`src/rtl/sum_accumulator.sv`:
```
// sum_accumulator: totals a packet of adder sums (carry-out included) into an
// ACC_WIDTH accumulator. A packet closes on in_last or after MAX_BEATS beats.
// The result is held in HOLD until downstream takes it.
// Build option: define SUM_ACCUMULATOR_SATURATE_EN to clamp the accumulator to
// all ones on overflow. Without it the accumulator wraps. out_ovf flags the
// overflow in both builds.
module sum_accumulator #(
  parameter int DATA_WIDTH = 8,
  parameter int ACC_WIDTH  = 16,
  parameter int MAX_BEATS  = 16
) (
  input  logic                           clk,
  input  logic                           reset,
  input  logic                           in_valid,
  output logic                           in_ready,
  input  logic [DATA_WIDTH:0]            in_sum,
  input  logic                           in_last,
  output logic                           out_valid,
  input  logic                           out_ready,
  output logic [ACC_WIDTH-1:0]           out_acc,
  output logic [$clog2(MAX_BEATS+1)-1:0] out_count,
  output logic                           out_ovf
);

  localparam int CW = $clog2(MAX_BEATS + 1);

  typedef enum logic [1:0] {IDLE, ACCUM, HOLD} state_t;

  state_t                state, state_nxt;
  logic [ACC_WIDTH-1:0]  acc, acc_nxt;
  logic [CW-1:0]         count, count_nxt;
  logic                  ovf, ovf_nxt;
  logic [ACC_WIDTH:0]    in_ext;
  logic [ACC_WIDTH:0]    sum;
  logic                  accept;

  assign in_ready  = (state != HOLD);
  assign out_valid = (state == HOLD);
  assign out_acc   = acc;
  assign out_count = count;
  assign out_ovf   = ovf;

  assign accept = in_valid && in_ready;
  // The extra top bit of the sum is the overflow indicator.
  assign in_ext = (ACC_WIDTH + 1)'(in_sum);
  assign sum    = {1'b0, acc} + in_ext;

  // State, accumulator, beat count and overflow flag registers.
  always_ff @(posedge clk) begin
    if (reset) begin
      state <= IDLE;
      acc   <= '0;
      count <= '0;
      ovf   <= 1'b0;
    end else begin
      state <= state_nxt;
      acc   <= acc_nxt;
      count <= count_nxt;
      ovf   <= ovf_nxt;
    end
  end

  // Next state and datapath. A packet's first beat overwrites the previous
  // result, and that clears ovf.
  always_comb begin
    state_nxt = state;
    acc_nxt   = acc;
    count_nxt = count;
    ovf_nxt   = ovf;
    case (state)
      IDLE: begin
        if (accept) begin
          acc_nxt   = in_ext[ACC_WIDTH-1:0];
          count_nxt = CW'(1);
          ovf_nxt   = 1'b0;
          state_nxt = (in_last || MAX_BEATS == 1) ? HOLD : ACCUM;
        end
      end
      ACCUM: begin
        if (accept) begin
          ovf_nxt   = ovf | sum[ACC_WIDTH];
`ifdef SUM_ACCUMULATOR_SATURATE_EN
          // Once the packet has overflowed, the accumulator stays clamped.
          acc_nxt   = ovf_nxt ? {ACC_WIDTH{1'b1}} : sum[ACC_WIDTH-1:0];
`else
          acc_nxt   = sum[ACC_WIDTH-1:0];
`endif
          count_nxt = count + CW'(1);
          state_nxt = (in_last || count_nxt == CW'(MAX_BEATS)) ? HOLD : ACCUM;
        end
      end
      HOLD: begin
        if (out_ready) state_nxt = IDLE;
      end
      default: state_nxt = IDLE;
    endcase
  end

endmodule

```
`config.mk`:
```
export PLATFORM = sky130hd
export DESIGN_NAME = sum_accumulator
export DESIGN_NICKNAME = d
export VERILOG_FILES = /design/src/rtl/sum_accumulator.sv
export SDC_FILE = /design/constraint.sdc
export NUM_CORES = 1
export LEC_CHECK = 0
export ABC_AREA = 1
export CORE_MARGIN = 5
export CORE_UTILIZATION = 47
export CTS_BUF_LIST = sky130_fd_sc_hd__clkbuf_4 sky130_fd_sc_hd__clkbuf_8
export CTS_CLUSTER_SIZE = 40
export DETAILED_ROUTE_END_ITERATION = 8
export GPL_TIMING_DRIVEN = 0
export PLACE_DENSITY = 0.77
export SETUP_SLACK_MARGIN = 0.05
export SLEW_MARGIN = 20
export SYNTH_ARGS = -nofsm -noshare
export SYNTH_HDL_FRONTEND = slang
export SYNTH_SLANG_ARGS = --single-unit
```
`constraint.sdc`:
```
create_clock -name clk -period 1.6 [get_ports clk]
set_clock_uncertainty 0.15 [all_clocks]
set_input_delay 0.24 -clock clk [delete_from_list [all_inputs] [get_ports clk]]
set_output_delay 0.24 -clock clk [all_outputs]
set_load 0.02 [all_outputs]
```
* Word-level counts from Yosys, hierarchy flattened
Cells that the tools add are included.
** Operators by class
- Add/subtract/negate cells :: 2
- Multiplexer cells :: 15
- Reduce and logical (&&, ||, !) cells :: 6
- Equality and inequality tests :: 7
- Bitwise logic cells :: 1
** Operators by type and width (number)
- $mux W16 :: 2
- $pmux W16 S2 :: 1
- $add A16 B9 Y17 :: 1
- $mux W2 :: 5
- $mux W5 :: 2
- $pmux W5 S2 :: 1
- $ne A2 B2 Y1 const B :: 3
- $pmux W2 S3 :: 1
- $reduce_and A3 Y1 :: 2
- $add A5 B1 Y5 const B :: 1
- $eq A5 B5 Y1 const B :: 1
- $eq A2 B1 Y1 const B :: 1
- $eq A2 B2 Y1 const B :: 1
- $logic_not A2 Y1 :: 1
- $mux W1 :: 2
- $ne A2 B1 Y1 const B :: 1
- $pmux W1 S2 :: 1
- $reduce_bool A2 Y1 :: 1
- $logic_and A1 B1 Y1 :: 1
- $logic_or A1 B1 Y1 :: 1
- $or A1 B1 Y1 :: 1
** Storage, ports and cells
- Output and inout port bits :: 24
- Flip-flop bits (word level) :: 24
- Bits of input ports :: 14

* Depth between registers and ports, before layout
Gate-level depths: netlist of run 1.
- Depth after elaboration :: 6
- Depth in mapped cells :: 11

* Worst setup path after synthesis of run 1
Ideal clock, no wire load.
- Kind :: register -> register
- Start point :: reg acc[0], in the netlist out_acc[0]
- End point :: reg acc[8], in the netlist out_acc[8]
- Required time :: 1318 ps
- Stages on the path, launching flop included :: 11
- Arrival time :: 1502 ps
- Path slack :: -185 ps
- Setup time :: 132 ps
- Path buffers :: 0
- Cells stage by stage :: dfxtp_1 > ha_1 > fa_1 > nand2_1 > nand2_1 > nand3_1 > nand2_1 > nand2_1 > nand3_1 > nand2_1 > a21oi_1
** Between the ends
- Cells in the longest elaborated chain, start to end :: 3
** RTL lines
- from (decl) :: RTL line 30 : logic [ACC_WIDTH-1:0] acc, acc_nxt;
- from (signal assigned) :: RTL line 57 : acc <= acc_nxt;
- $add A16 B9 Y17 :: RTL line 46 : assign sum = {1'b0, acc} + in_ext;
- $mux W16 :: RTL line 80 : if (accept) begin
- $pmux W16 S2 :: RTL line 70 : case (state)
No other way between the ends. The select of a mux whose other input is x is not followed.
A chain may end at the register's enable or synchronous reset.

* Final worst setup path of run 1
Ends and elaborated chain as after synthesis.

==> impl_metrics.yaml, run 1 <==
synthesis:
  synth_warnings: 0
  muxShareOfSynthArea_pct: 0
  ys_seq_area_share_pct: 29.0
  syn_inst: 270
  synth_area_um2: 1660
  synth_common_cells: "nand2_1, inv_1, nor2_1, a21oi_1, nand3_1"
  synth-adder-area-share_pct: 8.76
  synth-main-ff-cell: "dfxtp_1"
  syn_nets: 295
  synth_area_leaders: "dfxtp_1, nand2_1, inv_1"
  synthSimpleGateAreaFrac_pct: 39.3
  synth_top_family_by_area: "simple AND/OR/NAND/NOR gates"
  ys_ff_latch: 24
  synth_edf_count: 0
  yosysTopAreaCell: "dfxtp_1"
  synth_top_area_share_pct: 29.0
  synth.most_common_cell: "nand2_1"
  synthXorXnorAreaFrac_pct: 1.59
  synthArstFlopShare_pct: 0
  synth_compound_area_share_pct: 10.9
  synth_cell_types: 27
  syn_area_per_cell_um2: 6.14
drt:
  wl_um: 4530
  drtIter0Drc: 85
  dr_total_vias: 1834
  drtPass1Iterations: 4
  wire_per_inst_um: 12.4
  viasPerCell: 5.01
  drcViolationCount: 0
  ant_nets: 0
power_and_ir_drop:
  clock_power_share_pct: 28.8
  p_leak_uw: 0.00111
  irDropWorstVdd_mv: 0.358
  power.density_nw_per_um2: 654
  comb_power_share_pct: 30.6
  internal_power_uw: 1090
  p_total_uw: 1620
  swShare_pct: 32.8
  seq_power_share_pct: 40.6
  p_sw_uw: 531
worst_setup_path:
  path_cells: "ha_4, fa_2, nand2_2, nand2_4, nand3_2, nand2_1, nand2_1, nand3_1, nand2_1, a21oi_2"
  crit_slowest_cell: "dfxtp_4"
  path_class: "reg2reg"
  crit_top_cell: "nand2_1"
  crit_family: "adder cells"
  crit_required_ns: 1.66
  arrival_ns: 1.78
  endpoint_kind: "flip-flop"
  crit_path_start_kind: "flip-flop"
  cp_max_fo: 3
  slowest_delay_ns: 0.38
  crit_buf_inv: 0
cells_and_area:
  drive_above_1_share_pct: 29.1
  nFillCells: 303
  synthToLayoutAreaGrowth_pct: 49.2
  antennaDiodeCount: 0
  final_nets: 346
sta:
  tightestPinTransition_ns: 0.660
  slew_violations: 0
  hold_violations: 0
  min_period_over_period_pct: 108
  slew_headroom_pct: 56.0
  fin_crit_ns: 1.72
  whs_ns: 0.284
  rsz0062_at_grt: "yes"
  fin_ws_ns: -0.122
  fmax_mhz: 581
  setup_viol: 12
global_route:
  first_global_vias: 1645
  grt_overflow_total: 0
  track_usage_pct: 18.6
  antenna_found_initial: 0
  grt_max_degree: 15
  grt_first_pass_wirelength_um: 7560
floorplan:
  boundaryPins: 38
  core_region_area_um2: 3360
  chipHeight_um: 69.4
  initial_core_util_pct: 49.3
  design.die.area_um2: 4810
  rows: 21
  die_w_um: 69.4
place:
  dp_hpwl_um: 3060
  io_buffers: 37
  routabilityCongestion: 0.845
clocking:
  root_buffer: "clkbuf_4"
  h-tree-depth: 1
  cts_tree: "done"
  clk_pin_slew_ns: 0.15
  cts_inserted_buffers: 3
  clock_sinks: 24
  cts_buffer_depth: 2
  clk_latency_ns: 0.33
status:
  violations: "negative setup slack"
  outcome: "finished, violations left"
flow_run:
  maxCapViolCount: 0
worst_hold_path:
  hold_path.class: "in2reg"
-- layout make-up --
cell class,instances,area [µm²],area share (%)
multi-input cells,202,1280,51.9
repair buffers,47,402,16.3
inverters,40,150,6.08
clock buffers,3,22.5,0.911
well taps,46,57.6,2.33
clock inverters,1,30.0,1.22
flip-flops and latches,24,510,20.7
plain buffers,3,16.3,0.658
-- routing by layer --
| metal | global-route usage (%) | share of wire, % | wire [µm] |
|---|---|---|---|
| met1 | 24.6 | 46 | 2070 |
| met3 | 2.75 | 4.0 | 183 |
| met2 | 31.0 | 49 | 2200 |
| met4 | 5.21 | 1.7 | 79 |
| met5 | 0 | 0 | 0 |
-- sequential cells by signal, indices dropped and copies added, names as in the netlist --
register,cells
out_acc,16
out_count,5
out_ovf,1
state,2
-- worst register-to-register path: stages, from the launching register on --
cell,delay (ns)
dfxtp_4,0.38
ha_4,0.15
fa_2,0.37
nand2_2,0.10
nand2_4,0.07
nand3_2,0.08
nand2_1,0.05
nand2_1,0.06
nand3_1,0.06
nand2_1,0.07
a21oi_2,0.05
-- stage by stage --
step | utilization (%) | setup slack [ns] | setup TNS, ns | instances | instance area, µm²
floorplan | - | -0.0423 | -0.0624 | 270 | 1740
global placement | 64.4 | -0.539 | -7.37 | 353 | 2170
detailed placement | 64.4 | -0.553 | -7.60 | 353 | 2170
CTS | 70.2 | -0.123 | -0.741 | 365 | 2360
global route | 73.5 | -0.200 | -1.82 | 366 | 2470
finish | 73.5 | -0.122 | -0.813 | 366 | 2470
-- power groups by stage --
| stage | sequential (µW) | clock [µW] | combinational (µW) |
|---|---|---|---|
| floorplan | 686 | 0 | 246 |
| global placement | 663 | 0 | 413 |
| detailed placement | 664 | 0 | 419 |
| CTS | 652 | 470 | 451 |
| global route | 661 | 493 | 546 |
| finish | 656 | 466 | 494 |
-- worst paths after layout --
kind                            startpoint          to  slack (ns)  cells past startpoint
worst max register to register  out_acc[0]  out_acc[8]       -0.12                     10
worst max-delay path            out_acc[0]  out_acc[8]       -0.12                     10
worst min-delay path             in_sum[6]  out_acc[6]        0.28                      5
worst min register to register     out_ovf     out_ovf        0.32                      2
-- cells in the final DEF, fill, tap and decap left out, drive strengths merged --
cell	count
nand3	26
o21ai	5
bufinv	1
clkdlybuf4s50	4
nand2	86
or2	1
o21bai	1
fa	1
a21boi	1
dfxtp	24
clkdlybuf4s15	7
o211ai	2
ha	10
xor2	2
inv	40
nor3	1
dlygate4sd2	22
clkbuf	6
a21oi	25
and2	1
xnor2	1
nand3b	1
nor2	36
nand4	2
buf	14
-- logic make-up after synthesis --
kind of cell | after synthesis
XOR/XNOR | 3
adder cells (fa/ha/maj) | 11
buffers and inverters | 44
flip-flops | 24
AND/OR/NAND/NOR | 154
AO/OA/AOI/OAI | 34
-- repair_timing --
action / 4_1_cts / 5_1_grt
pin swaps: 13 / 14
buffers inserted: 8 / 2
hold buffers: 0 / 0
setup endpoints to repair: 39 / 35
resized for setup: 66 / 44
No activity file was read; power rests on OpenSTA's default activity.
==> run 2, diff against run 1 <==
--- a/config.mk
+++ b/config.mk
@@ -12,7 +12,7 @@
 export CTS_CLUSTER_SIZE = 40
 export DETAILED_ROUTE_END_ITERATION = 8
 export GPL_TIMING_DRIVEN = 0
-export PLACE_DENSITY = 0.77
+export PLACE_DENSITY = 0.76
 export SETUP_SLACK_MARGIN = 0.05
 export SLEW_MARGIN = 20
 export SYNTH_ARGS = -nofsm -noshare
==> run 2 against run 1 <==
Compared with the run above:
- sequential power decreased by 0.9%
- register-to-register slack hardly changed
- sequential cell count stayed put
- the flow still finishes with violations (negative setup slack)
- utilization down 1.1 points
==> impl_metrics.yaml, run 2 (synthesized netlist as in run 1, its figures left out) <==
worst_hold_path:
  hold_path.class: "in2reg"
  min_from: "in_sum[8]"
flow_run:
  maxCapViolCount: 0
floorplan:
  core_region_area_um2: 3360
  rows: 21
  design.die.area_um2: 4810
  boundaryPins: 38
  die_w_um: 69.4
  chipHeight_um: 69.4
  initial_core_util_pct: 49.3
global_route:
  grt_max_degree: 15
  grt_overflow_total: 0
  grt_first_pass_wirelength_um: 7560
  track_usage_pct: 18.7
  first_global_vias: 1688
  antenna_found_initial: 0
cells_and_area:
  largest_reg_flops: 16
  drive_above_1_share_pct: 25.6
  synthToLayoutAreaGrowth_pct: 46.9
  layout_common_cells: "nand2_1, inv_1, nor2_1"
  final_nets: 343
  fin_cells: 363
  finalInstanceArea_um2: 2430
  antennaDiodeCount: 0
  final_common_cell: "nand2_1"
power_and_ir_drop:
  power.density_nw_per_um2: 650
  p_leak_uw: 0.00110
  clock_power_share_pct: 28.6
  irDropWorstVdd_mv: 0.430
  p_total_uw: 1580
  p_sw_uw: 507
  internal_power_uw: 1080
  swShare_pct: 32.0
  seq_power_share_pct: 41.1
  comb_power_share_pct: 30.3
clocking:
  clk_latency_ns: 0.32
  clock_sinks: 24
  cts_inserted_buffers: 3
  h-tree-depth: 1
  cts_tree: "done"
  root_buffer: "clkbuf_4"
  clk_pin_slew_ns: 0.14
  cts_buffer_depth: 2
drt:
  drcViolationCount: 0
  dr_total_vias: 1833
  wire_per_inst_um: 12.5
  ant_nets: 0
  wl_um: 4540
  drtPass1Iterations: 4
  viasPerCell: 5.05
  drtIter0Drc: 89
sta:
  setup_viol: 9
  slew_violations: 0
  timing.setup.tns_ns: -0.728
  min_period_over_period_pct: 107
  fin_crit_ns: 1.71
  fin_ws_ns: -0.113
  fmax_mhz: 584
  rsz0062_at_grt: "yes"
  whs_ns: 0.201
  hold_violations: 0
  tightestPinTransition_ns: 0.633
  slew_headroom_pct: 57.8
worst_setup_path:
  path_class: "reg2reg"
  cp-startpoint: "out_acc[0]"
  cp_max_fo: 7
  crit_required_ns: 1.69
  reg2reg_from: "out_acc[0]"
  crit_path_start_kind: "flip-flop"
  arrival_ns: 1.81
  endpoint_kind: "flip-flop"
place:
  place_inst: 353
  place_area_um2: 2170
  dp_hpwl_um: 3190
  routabilityCongestion: 0.847
  io_buffers: 37
status:
  outcome: "finished, violations left"
  violations: "negative setup slack"
-- run 2: cell types whose count changed in the layout (fill, tap and decap cells not counted), moves of 2 or more --
| cell | change |
|---|---|
| nand3_1 | -2 |
| buf_4 | -3 |
| dfxtp_2 | -3 |
| dfxtp_1 | +2 |
| a21oi_2 | -6 |
| clkbuf_2 | -2 |
| nand3_2 | +3 |
| a21oi_1 | +6 |
-- run 2: path summary, 6_finish.rpt --
kind | endpoint | slack [ns] | depth (start not counted)
max | out_acc[14] | -0.11 | 9
min | out_acc[8] | 0.20 | 5
max reg2reg | out_acc[14] | -0.11 | 9
min reg2reg | out_ovf | 0.31 | 2
-- run 2: per-stage QoR --
step | utilization, % | setup WS, ns
final | 72.4 | -0.113
after global routing | 72.4 | -0.186
after CTS | 68.0 | -0.136
after detailed placement | 64.4 | -0.549
after global placement | 64.4 | -0.538
after floorplan | - | -0.0423
-- run 2: timing repair --
item	in CTS	in global routing
setup buffers	3	3
pin swaps	13	11
resized for setup	58	43
hold buffers	0	0
setup endpoints to repair	39	32
-- run 2: critical path, cell delays in order (launching register included) --
cell and delay, ns:
dfxtp_4 0.38, ha_4 0.15, fa_2 0.37, buf_4 0.15
nand3_2 0.08, nand3_4 0.13, nand3_2 0.08, nand2_1 0.05
inv_1 0.05, nor2_1 0.03
-- run 2: area by class of cell --
class / count / area [µm²]
buffer: 4 / 27.5
clock buffer: 3 / 22.5
clock inverter: 1 / 30.0
fill: 304 / 930
inverter: 40 / 150
multi-input combinational: 202 / 1250
sequential: 24 / 510
tap: 46 / 57.6
timing repair buffer: 43 / 385
-- run 2: power by group through the flow --
stage	sequential, µW	clock, µW	combinational (µW)
2_1_floorplan	686	0	246
3_3_place_gp	663	0	413
3_5_place_dp	664	0	419
4_1_cts	652	471	437
5_1_grt	654	491	538
6_report	650	452	480
-- run 2: layer usage --
layer / GRT usage (%) / vias up / wire length (µm)
li1: - / 950 / -
met1: 24.6 / 839 / 2080
met2: 31.3 / 40 / 2210
met3: 2.61 / 4 / 196
met4: 6.07 / 0 / 48
met5: 0 / - / 0
